## src/rtl/mult_pkg.sv

```systemverilog
// Shared types and constants for the multiplier operand stage.
// Holds the default operand width, product width, FSM states and counter width.
package mult_pkg;

  localparam int WIDTH  = 8;
  localparam int PROD_W = 2 * WIDTH;
  localparam int CNT_W  = 4;

  typedef enum logic [1:0] {
    ST_IDLE,
    ST_SETTLE,
    ST_HOLD
  } state_t;

endpackage

```

## src/rtl/mult_op_fifo.sv

```systemverilog
// Small synchronous FIFO carrying {m,q} operand pairs.
// Reads are combinational from the head entry.
module mult_op_fifo #(
  parameter int DW    = 16,
  parameter int DEPTH = 2
) (
  input  logic          clk,
  input  logic          rst,
  input  logic          push,
  input  logic          pop,
  input  logic [DW-1:0] wdata,
  output logic [DW-1:0] rdata,
  output logic          full,
  output logic          empty
);

  localparam int AW = $clog2(DEPTH);

  logic [DW-1:0] mem [DEPTH];
  logic [AW:0]   wptr;
  logic [AW:0]   rptr;
  logic          do_push;
  logic          do_pop;

  assign do_push = push && !full;
  assign do_pop  = pop && !empty;

  always_ff @(posedge clk or posedge rst) begin
    if (rst) begin
      wptr <= '0;
      rptr <= '0;
    end else begin
      if (do_push) wptr <= wptr + {{AW{1'b0}}, 1'b1};
      if (do_pop)  rptr <= rptr + {{AW{1'b0}}, 1'b1};
    end
  end

  always_ff @(posedge clk) begin
    if (do_push) mem[wptr[AW-1:0]] <= wdata;
  end

  assign rdata = mem[rptr[AW-1:0]];
  assign empty = (wptr == rptr);
  // Pointers carry one wrap bit so full and empty are distinguishable.
  assign full  = (wptr[AW] != rptr[AW]) &&
                 (wptr[AW-1:0] == rptr[AW-1:0]);

endmodule

```

## src/rtl/mult_operand_stage.sv

```systemverilog
// Clocked operand/product stage around the combinational array multiplier.
// Define MULT_STAGE_CHECK_EN to add a sticky product self-check (check_err).
module mult_operand_stage
  import mult_pkg::*;
#(
  parameter int WIDTH         = mult_pkg::WIDTH,
  parameter int SETTLE_CYCLES = 2,
  parameter int FIFO_DEPTH    = 2
) (
  input  logic               clk,
  input  logic               rst,
  input  logic               in_valid,
  output logic               in_ready,
  input  logic [WIDTH-1:0]   in_m,
  input  logic [WIDTH-1:0]   in_q,
  output logic [WIDTH-1:0]   mul_m,
  output logic [WIDTH-1:0]   mul_q,
  input  logic [2*WIDTH-1:0] mul_p,
  output logic               out_valid,
  input  logic               out_ready,
  output logic [2*WIDTH-1:0] out_product,
  output logic [15:0]        out_count,
`ifdef MULT_STAGE_CHECK_EN
  output logic               check_err,
`endif
  output logic               busy
);

  localparam int PW = 2 * WIDTH;
  localparam logic [CNT_W-1:0] CNT_LOAD = CNT_W'(SETTLE_CYCLES - 1);

  state_t           state;
  state_t           state_n;
  logic [CNT_W-1:0] cnt;
  logic [CNT_W-1:0] cnt_n;
  logic             pop;
  logic             load;
  logic             cap;
  logic             deliver;
  logic             push;
  logic             full;
  logic             empty;
  logic [PW-1:0]    head;

  assign in_ready = !rst && !full;
  assign push     = in_valid && in_ready;
  assign busy     = (state != ST_IDLE) || !empty;

  mult_op_fifo #(
    .DW    (PW),
    .DEPTH (FIFO_DEPTH)
  ) u_fifo (
    .clk   (clk),
    .rst   (rst),
    .push  (push),
    .pop   (pop),
    .wdata ({in_m, in_q}),
    .rdata (head),
    .full  (full),
    .empty (empty)
  );

  always_comb begin
    state_n = state;
    cnt_n   = cnt;
    pop     = 1'b0;
    load    = 1'b0;
    cap     = 1'b0;
    deliver = 1'b0;
    unique case (state)
      ST_IDLE: begin
        if (!empty) begin
          pop     = 1'b1;
          load    = 1'b1;
          cnt_n   = CNT_LOAD;
          state_n = ST_SETTLE;
        end
      end
      ST_SETTLE: begin
        if (cnt != '0) begin
          cnt_n = cnt - CNT_W'(1);
        end else begin
          cap     = 1'b1;
          state_n = ST_HOLD;
        end
      end
      ST_HOLD: begin
        if (out_ready) begin
          deliver = 1'b1;
          // Chain straight into the next pair to keep one product per settle window.
          if (!empty) begin
            pop     = 1'b1;
            load    = 1'b1;
            cnt_n   = CNT_LOAD;
            state_n = ST_SETTLE;
          end else begin
            state_n = ST_IDLE;
          end
        end
      end
      default: state_n = ST_IDLE;
    endcase
  end

  always_ff @(posedge clk or posedge rst) begin
    if (rst) begin
      state       <= ST_IDLE;
      cnt         <= '0;
      mul_m       <= '0;
      mul_q       <= '0;
      out_product <= '0;
      out_valid   <= 1'b0;
      out_count   <= '0;
    end else begin
      state <= state_n;
      cnt   <= cnt_n;
      if (load) begin
        mul_m <= head[PW-1:WIDTH];
        mul_q <= head[WIDTH-1:0];
      end
      if (cap) begin
        out_product <= mul_p;
        out_valid   <= 1'b1;
      end else if (deliver) begin
        out_valid <= 1'b0;
      end
      if (deliver) out_count <= out_count + 16'd1;
    end
  end

`ifdef MULT_STAGE_CHECK_EN
  logic [PW-1:0] ref_p;

  assign ref_p = {{WIDTH{1'b0}}, mul_m} * {{WIDTH{1'b0}}, mul_q};

  always_ff @(posedge clk or posedge rst) begin
    if (rst) begin
      check_err <= 1'b0;
    end else if (cap && (mul_p != ref_p)) begin
      check_err <= 1'b1;
    end
  end
`endif

endmodule

```

## config.mk

```make
export PLATFORM = sky130hd
export DESIGN_NAME = mult_operand_stage
export DESIGN_NICKNAME = d
export VERILOG_FILES = /design/src/rtl/mult_pkg.sv /design/src/rtl/mult_op_fifo.sv /design/src/rtl/mult_operand_stage.sv
export SDC_FILE = /design/constraint.sdc
export NUM_CORES = 1
export LEC_CHECK = 0
export CAP_MARGIN = 30
export CORE_MARGIN = 8
export CORE_UTILIZATION = 53
export CTS_CLUSTER_DIAMETER = 60
export DETAILED_ROUTE_END_ITERATION = 6
export PLACE_DENSITY = 0.84
export SKIP_LAST_GASP = 1
export SLEW_MARGIN = 20
export SYNTH_ARGS = -nofsm -noshare
export SYNTH_HDL_FRONTEND = slang
export SYNTH_SLANG_ARGS = --single-unit
```

## constraint.sdc

```tcl
create_clock -name clk -period 4.34 [get_ports clk]
set_clock_uncertainty 0.1 [all_clocks]
set_input_delay 0.434 -clock clk [delete_from_list [all_inputs] [get_ports clk]]
set_output_delay 0.434 -clock clk [all_outputs]
set_load 0.05 [all_outputs]
```

==> results.json, run 1 <==
{
  "finalSetupViolCount": 0,
  "cp_cell_sequence": "xnor2_2, a21oi_1, clkdlybuf4s50_1",
  "max-slew-margin-rel_pct": 46.9,
  "detailedPlacementHpwl_mm": 4.95,
  "row_count": 30,
  "cts_max_level": 3,
  "clk_latency_ns": 0.35,
  "worst_slack_ns": 1.70,
  "ctsLongestPathBuffers": 2,
  "whs_path_depth": 1,
  "ys.flop_type": "dfrtp_1",
  "gp_congestion": 0.702,
  "hold_class": "reg2reg",
  "synthesis.nets": 287,
  "hold_buffers": 0,
  "crit_type": "reg2out",
  "post_dp_cell_area_mm2": 0.00457,
  "grt_first_pass_wirelength_mm": 11.0,
  "ioPinCount": 87,
  "initial_utilization_pct": 54.3,
  "path_delay_family": "buffers and inverters",
  "cp.buffers_inverters": 1,
  "avgViaCountPerCell": 5.10,
  "crit_path_end_kind": "output port",
  "final_layout_size_suffix_gt1_share_pct": 16.7,
  "dr.first_iter.drc_count": 42,
  "dieHeight_um": 98.9,
  "hold_violations": 0,
  "holdWs_ns": 0.377,
  "io_buffers": 86,
  "fmax_mhz": 379,
  "wl_per_cell_um": 15.8,
  "cts_made_buffers": 9,
  "final_area_mm2": 0.00476,
  "drc": 0,
  "grt_pass1_vias": 2309,
  "netlist_area_mm2": 0.00365,
  "firstDrtPassIters": 4,
  "nNetsFinal": 381,
  "netlist_instances": 248,
  "setup-tns-final_ns": 0,
  "synth_edf_count": 32,
  "cts_tree": "built",
  "synth.distinct_cells": 34,
  "antenna_found_initial": 0,
  "dp_slack_ns": 1.89,
  "stdcell_count": 427,
  "area_growth_pct": 30.4,
  "ant_nets": 0,
  "critPathMaxFanout": 4,
  "final_max_slew_viol_count": 0,
  "cts_root_buffer": "clkbuf_8",
  "die_width_um": 98.9,
  "period_minus_slack_ns": 2.64,
  "cp.arrival_ns": 2.10,
  "cpMaxStageDelayCell": "clkdlybuf4s50_1",
  "core_area_mm2": 0.00672,
  "synth-async-reset-ratio_pct": 64.8,
  "cp-start-kind": "flop",
  "drt-total-wl_mm": 6.73,
  "ys_warn_count": 0,
  "via_count": 2177,
  "grt-ovfl-total": 0,
  "post_cts_buffers": 0,
  "placed_cells": 411,
  "leakage_nw": 1.96,
  "peakVddDrop_mv": 0.584,
  "tightest_slew_ns": 0.796,
  "rr_worst_depth": 5,
  "grtUsageTotal_pct": 14.1,
  "synth.avg_cell_area_um2": 14.7,
  "cts.repair.resized": 0,
  "clock-sinks": 91,
  "timing.max_cap.violations": 0,
  "yosysSeqAreaShare_pct": 66.8,
  "die_area_mm2": 0.00979,
  "period_share_pct": 60.8,
  "ys_ff_latch": 91,
  "grt_max_degree": 60,
  "diodes": 0,
  "clk_pin_slew_ns": 0.09,
  "critPathMaxStageDelay_ns": 0.85,
  "power_density_mw_per_mm2": 777,
  "cp_num_cells": 3,
  "cp_data_required_time_ns": 3.81,
  "status": "finished clean",
  "rsz0062_at_grt": "no"
}
[path summary, 6_finish.rpt]
path | start | slack, ns | end
worst min register to register | out_count[15]$_DFFE_PP0P_ | 0.38 | out_count[15]$_DFFE_PP0P_
worst max-delay path | u_fifo.wptr[0]$_DFFE_PP0N_ | 1.70 | in_ready
min in group asynchronous | rst | 0.53 | mul_m[5]$_DFFE_PP0P_
max in group asynchronous | rst | 3.13 | out_count[11]$_DFFE_PP0P_
worst min-delay path | out_count[15]$_DFFE_PP0P_ | 0.38 | out_count[15]$_DFFE_PP0P_
worst max register to register | u_fifo.wptr[0]$_DFFE_PP0N_ | 2.10 | u_fifo.mem[0][11]$_DFFE_PP_
[Yosys cell counts, types with 2 or more instances]
cell / number / area (um2)
inv_1: 7 / 26.3
nand2_1: 13 / 48.8
nor2_2: 2 / 12.5
xor2_1: 9 / 78.8
nor2_1: 23 / 86.3
a21oi_1: 6 / 30.0
nor3_1: 2 / 10.0
dfrtp_1: 59 / 1480
mux2i_1: 17 / 170
nand3_1: 8 / 40.0
a21oi_2: 12 / 105
edfxtp_1: 32 / 961
mux2_4: 3 / 45.0
ha_1: 3 / 37.5
and3_1: 2 / 12.5
xnor2_1: 14 / 123
mux2_2: 14 / 158
buf_6: 6 / 67.6
[state kept, by name, indices dropped and copies added (netlist names)]
name,count
u_fifo.mem,32
out_count,16
out_product,16
mul_m,8
mul_q,8
cnt,4
state,2
u_fifo.rptr,2
u_fifo.wptr,2
out_valid,1
[where the power goes]
part | total, W | switching [W] | internal [W]
sequential | 0.00132 | 0.000160 | 0.00116
clock | 0.000536 | 0.000313 | 0.000223
combinational | 0.00184 | 0.00115 | 0.000687
total | 0.00369 | 0.00162 | 0.00207
[worst register-to-register path, cell delays in order, from the launching register on]
cell and delay (ns):
dfrtp_1 0.46, xnor2_2 0.21, a21oi_1 0.23, nand2_1 0.13
nor2_1 0.51, buf_4 0.31
[cells by family after synthesis]
kind of cell | synth area share, %
DFF | 66.8
and+or+nand+nor | 8.44
muxes | 10.2
xor gates and xnor gates | 5.97
AOI/OAI and AO/OA | 4.80
buffers and inverters | 2.68
adders and majority gates | 1.03
[metal layers]
layer  up-vias  wire length, um  track usage, %
li1       1060                -               -
met1      1037             2880            16.8
met2        71             3360            23.8
met3         9              410            4.23
met4         0               78            4.96
met5         -                0               0
[cells in the final DEF, fill, tap and decap left out, types with 3 or more instances in the layout]
| cell | n |
|---|---|
| a21oi_1 | 6 |
| a21oi_2 | 12 |
| buf_4 | 4 |
| clkbuf_8 | 9 |
| clkdlybuf4s50_1 | 86 |
| clkinv_4 | 3 |
| dfrtp_1 | 59 |
| edfxtp_1 | 32 |
| ha_1 | 3 |
| inv_1 | 6 |
| mux2_2 | 14 |
| mux2_4 | 3 |
| mux2i_1 | 17 |
| nand2_1 | 13 |
| nand3_1 | 8 |
| nor2_1 | 23 |
| xnor2_1 | 14 |
| xor2_1 | 9 |
[metrics by stage]
step	power (W)	utilization, %
final	0.00369	70.8
after global routing	0.00389	70.8
after CTS	0.00374	70.8
after detailed placement	0.00320	68.0
after global placement	0.00315	68.0
after floorplan	0.00269	-
[layout make-up]
| class | instances | area [um2] |
|---|---|---|
| Clock buffer | 9 | 124 |
| Timing Repair Buffer | 90 | 891 |
| Clock inverter | 7 | 66.3 |
| Tap cell | 80 | 100 |
| Multi-Input combinational cell | 143 | 1110 |
| Inverter | 7 | 26.3 |
| Fill cell | 464 | 1960 |
| Sequential cell | 91 | 2440 |
Note: power is estimated with default switching activity, not from simulation.
==> run 2: changes to the inputs <==
--- a/config.mk
+++ b/config.mk
@@ -7,10 +7,10 @@
 export LEC_CHECK = 0
 export CAP_MARGIN = 30
 export CORE_MARGIN = 8
-export CORE_UTILIZATION = 53
+export CORE_UTILIZATION = 44
 export CTS_CLUSTER_DIAMETER = 60
 export DETAILED_ROUTE_END_ITERATION = 6
-export PLACE_DENSITY = 0.84
+export PLACE_DENSITY = 0.75
 export SKIP_LAST_GASP = 1
 export SLEW_MARGIN = 20
 export SYNTH_ARGS = -nofsm -noshare
==> constraint.sdc (replaced) <==
create_clock -name clk -period 2.3 [get_ports clk]
set_clock_uncertainty 0.1 [all_clocks]
set_input_delay 0.23 -clock clk [delete_from_list [all_inputs] [get_ports clk]]
set_output_delay 0.23 -clock clk [all_outputs]
set_load 0.05 [all_outputs]
==> run 2 against run 1 <==
Global-route usage decreased by 2.2 points. Worst hold slack worse by 0.096 ns. Sequential share of layout area down 1.0 points. Final cell count rose by 7.0%. Clock-buffer cell count unchanged. Critical path depth down 2. Clock power rose by 86%. First-iteration DRC count down 12%. Via count hardly changed. Worst setup slack worse by 1.4 ns. Sequential cell count unchanged. Critical path type unchanged. Largest power group unchanged.
==> results.json, run 2 (synthesis results as in run 1) <==
{
  "via_count": 2176,
  "worstSetupStartpoint": "out_count[2]$_DFFE_PP0P_",
  "period_minus_slack_ns": 1.97,
  "die_area_mm2": 0.0115,
  "wl_per_cell_um": 14.7,
  "cts.repair.resized": 0,
  "path_delay_family": "buffers and inverters",
  "final_max_slew_viol_count": 0,
  "period_share_pct": 85.6,
  "drt-total-wl_mm": 6.73,
  "dr.first_iter.drc_count": 37,
  "grt_max_degree": 33,
  "layout_common_cells": "84 x clkdlybuf4s50_1, 59 x dfrtp_1, 32 x edfxtp_1",
  "rr_startpoint": "u_fifo.wptr[0]$_DFFE_PP0N_",
  "power_density_mw_per_mm2": 1460,
  "die_width_um": 107,
  "status": "finished clean",
  "rsz0062_at_grt": "no",
  "cp_data_required_time_ns": 1.97,
  "finalSetupViolCount": 0,
  "drc": 0,
  "critPathMaxFanout": 5,
  "ant_nets": 0,
  "area_growth_pct": 33.0,
  "hold_buffers": 0,
  "grt-ovfl-total": 0,
  "crit_type": "reg2out",
  "placed_cells": 441,
  "grtUsageTotal_pct": 12.0,
  "ioPinCount": 87,
  "io_buffers": 86,
  "fill_cells": 657,
  "mostFrequentLayoutCell": "clkdlybuf4s50_1",
  "cpMaxStageDelayCell": "clkdlybuf4s50_1",
  "cp_cell_sequence": "clkdlybuf4s50_1",
  "leakage_nw": 1.98,
  "hold_class": "in2async",
  "clk_latency_ns": 0.35,
  "clock-sinks": 91,
  "post_cts_buffers": 0,
  "diodes": 0,
  "core_area_mm2": 0.00813,
  "cts_made_buffers": 9,
  "setup-tns-final_ns": 0,
  "ctsLongestPathBuffers": 2,
  "grt_pass1_vias": 2242,
  "stdcell_count": 457,
  "antenna_found_initial": 0,
  "tightest_slew_ns": 0.525,
  "detailedPlacementHpwl_mm": 5.13,
  "cts_max_level": 3,
  "clk_pin_slew_ns": 0.10,
  "critPathMaxStageDelay_ns": 0.84,
  "cts_root_buffer": "clkbuf_8",
  "gp_congestion": 0.734,
  "p_total_w": 0.00706,
  "crit_path_end_kind": "output port",
  "cp.arrival_ns": 1.64,
  "avgViaCountPerCell": 4.76,
  "fmax_mhz": 508,
  "peakVddDrop_mv": 0.875,
  "final_layout_size_suffix_gt1_share_pct": 19.0,
  "hold_violations": 0,
  "largest_reg_flops": 32,
  "cp-start-kind": "flop",
  "dieHeight_um": 107,
  "firstDrtPassIters": 4,
  "row_count": 33,
  "cts_tree": "built",
  "initial_utilization_pct": 44.8,
  "max-slew-margin-rel_pct": 64.9,
  "cp.buffers_inverters": 1,
  "grt_first_pass_wirelength_mm": 11.0,
  "timing.max_cap.violations": 0,
  "nNetsFinal": 386
}
[run 2: cell types whose count changed in the layout (fill, tap and decap cells not counted), sizes merged]
cell	before	now
inv	11	10
clkinv	3	1
clkdlybuf4s50	86	84
buf	4	11
clkinvlp	0	3
[run 2: where the power goes]
part	switching [W]	leakage [nW]	internal, W	total [W]
clock network	0.000590	0.0857	0.000409	0.000999
logic	0.00219	0.898	0.00138	0.00357
registers	0.000298	0.999	0.00219	0.00249
[run 2: area by class of cell]
cell class / count / area, um2 / share of cell area (%)
clock buffer: 9 / 124 / 2.55
clock inverter: 7 / 58.8 / 1.21
inverter: 7 / 26.3 / 0.542
multi-input combinational: 143 / 1120 / 23.2
sequential: 91 / 2440 / 50.2
tap: 105 / 131 / 2.71
timing repair buffer: 95 / 948 / 19.6
[run 2: per-stage QoR]
step	hold WS [ns]	area (um2)	worst slack, ns	util [%]
CTS	0.275	4850	0.320	59.6
global route	0.297	4850	0.264	59.6
finish	0.281	4850	0.332	59.6
floorplan	0.229	3660	0.128	-
global placement	0.360	4670	0.425	57.4
detailed placement	0.369	4670	0.374	57.4
[run 2: path summary, 6_finish.rpt]
path | to | slack (ns) | depth (start not counted)
min in group clk | u_fifo.mem[1][11]$_DFFE_PP_ | 0.36 | 1
max | out_count[2] | 0.33 | 1
max in group asynchronous | out_count[6]$_DFFE_PP0P_ | 1.50 | 3
max reg2reg | u_fifo.mem[1][13]$_DFFE_PP_ | 0.42 | 4
min | out_product[12]$_DFFE_PP0P_ | 0.28 | 3
min reg2reg | out_count[15]$_DFFE_PP0P_ | 0.38 | 1
[run 2: per-layer routing]
metal | vias to the layer above | global-route usage, % | wire (um)
met3 | 8 | 3.66 | 437
met1 | 1044 | 15.1 | 2970
met2 | 63 | 18.9 | 3230
met4 | 0 | 4.52 | 87
li1 | 1061 | - | -
met5 | - | 0 | 0
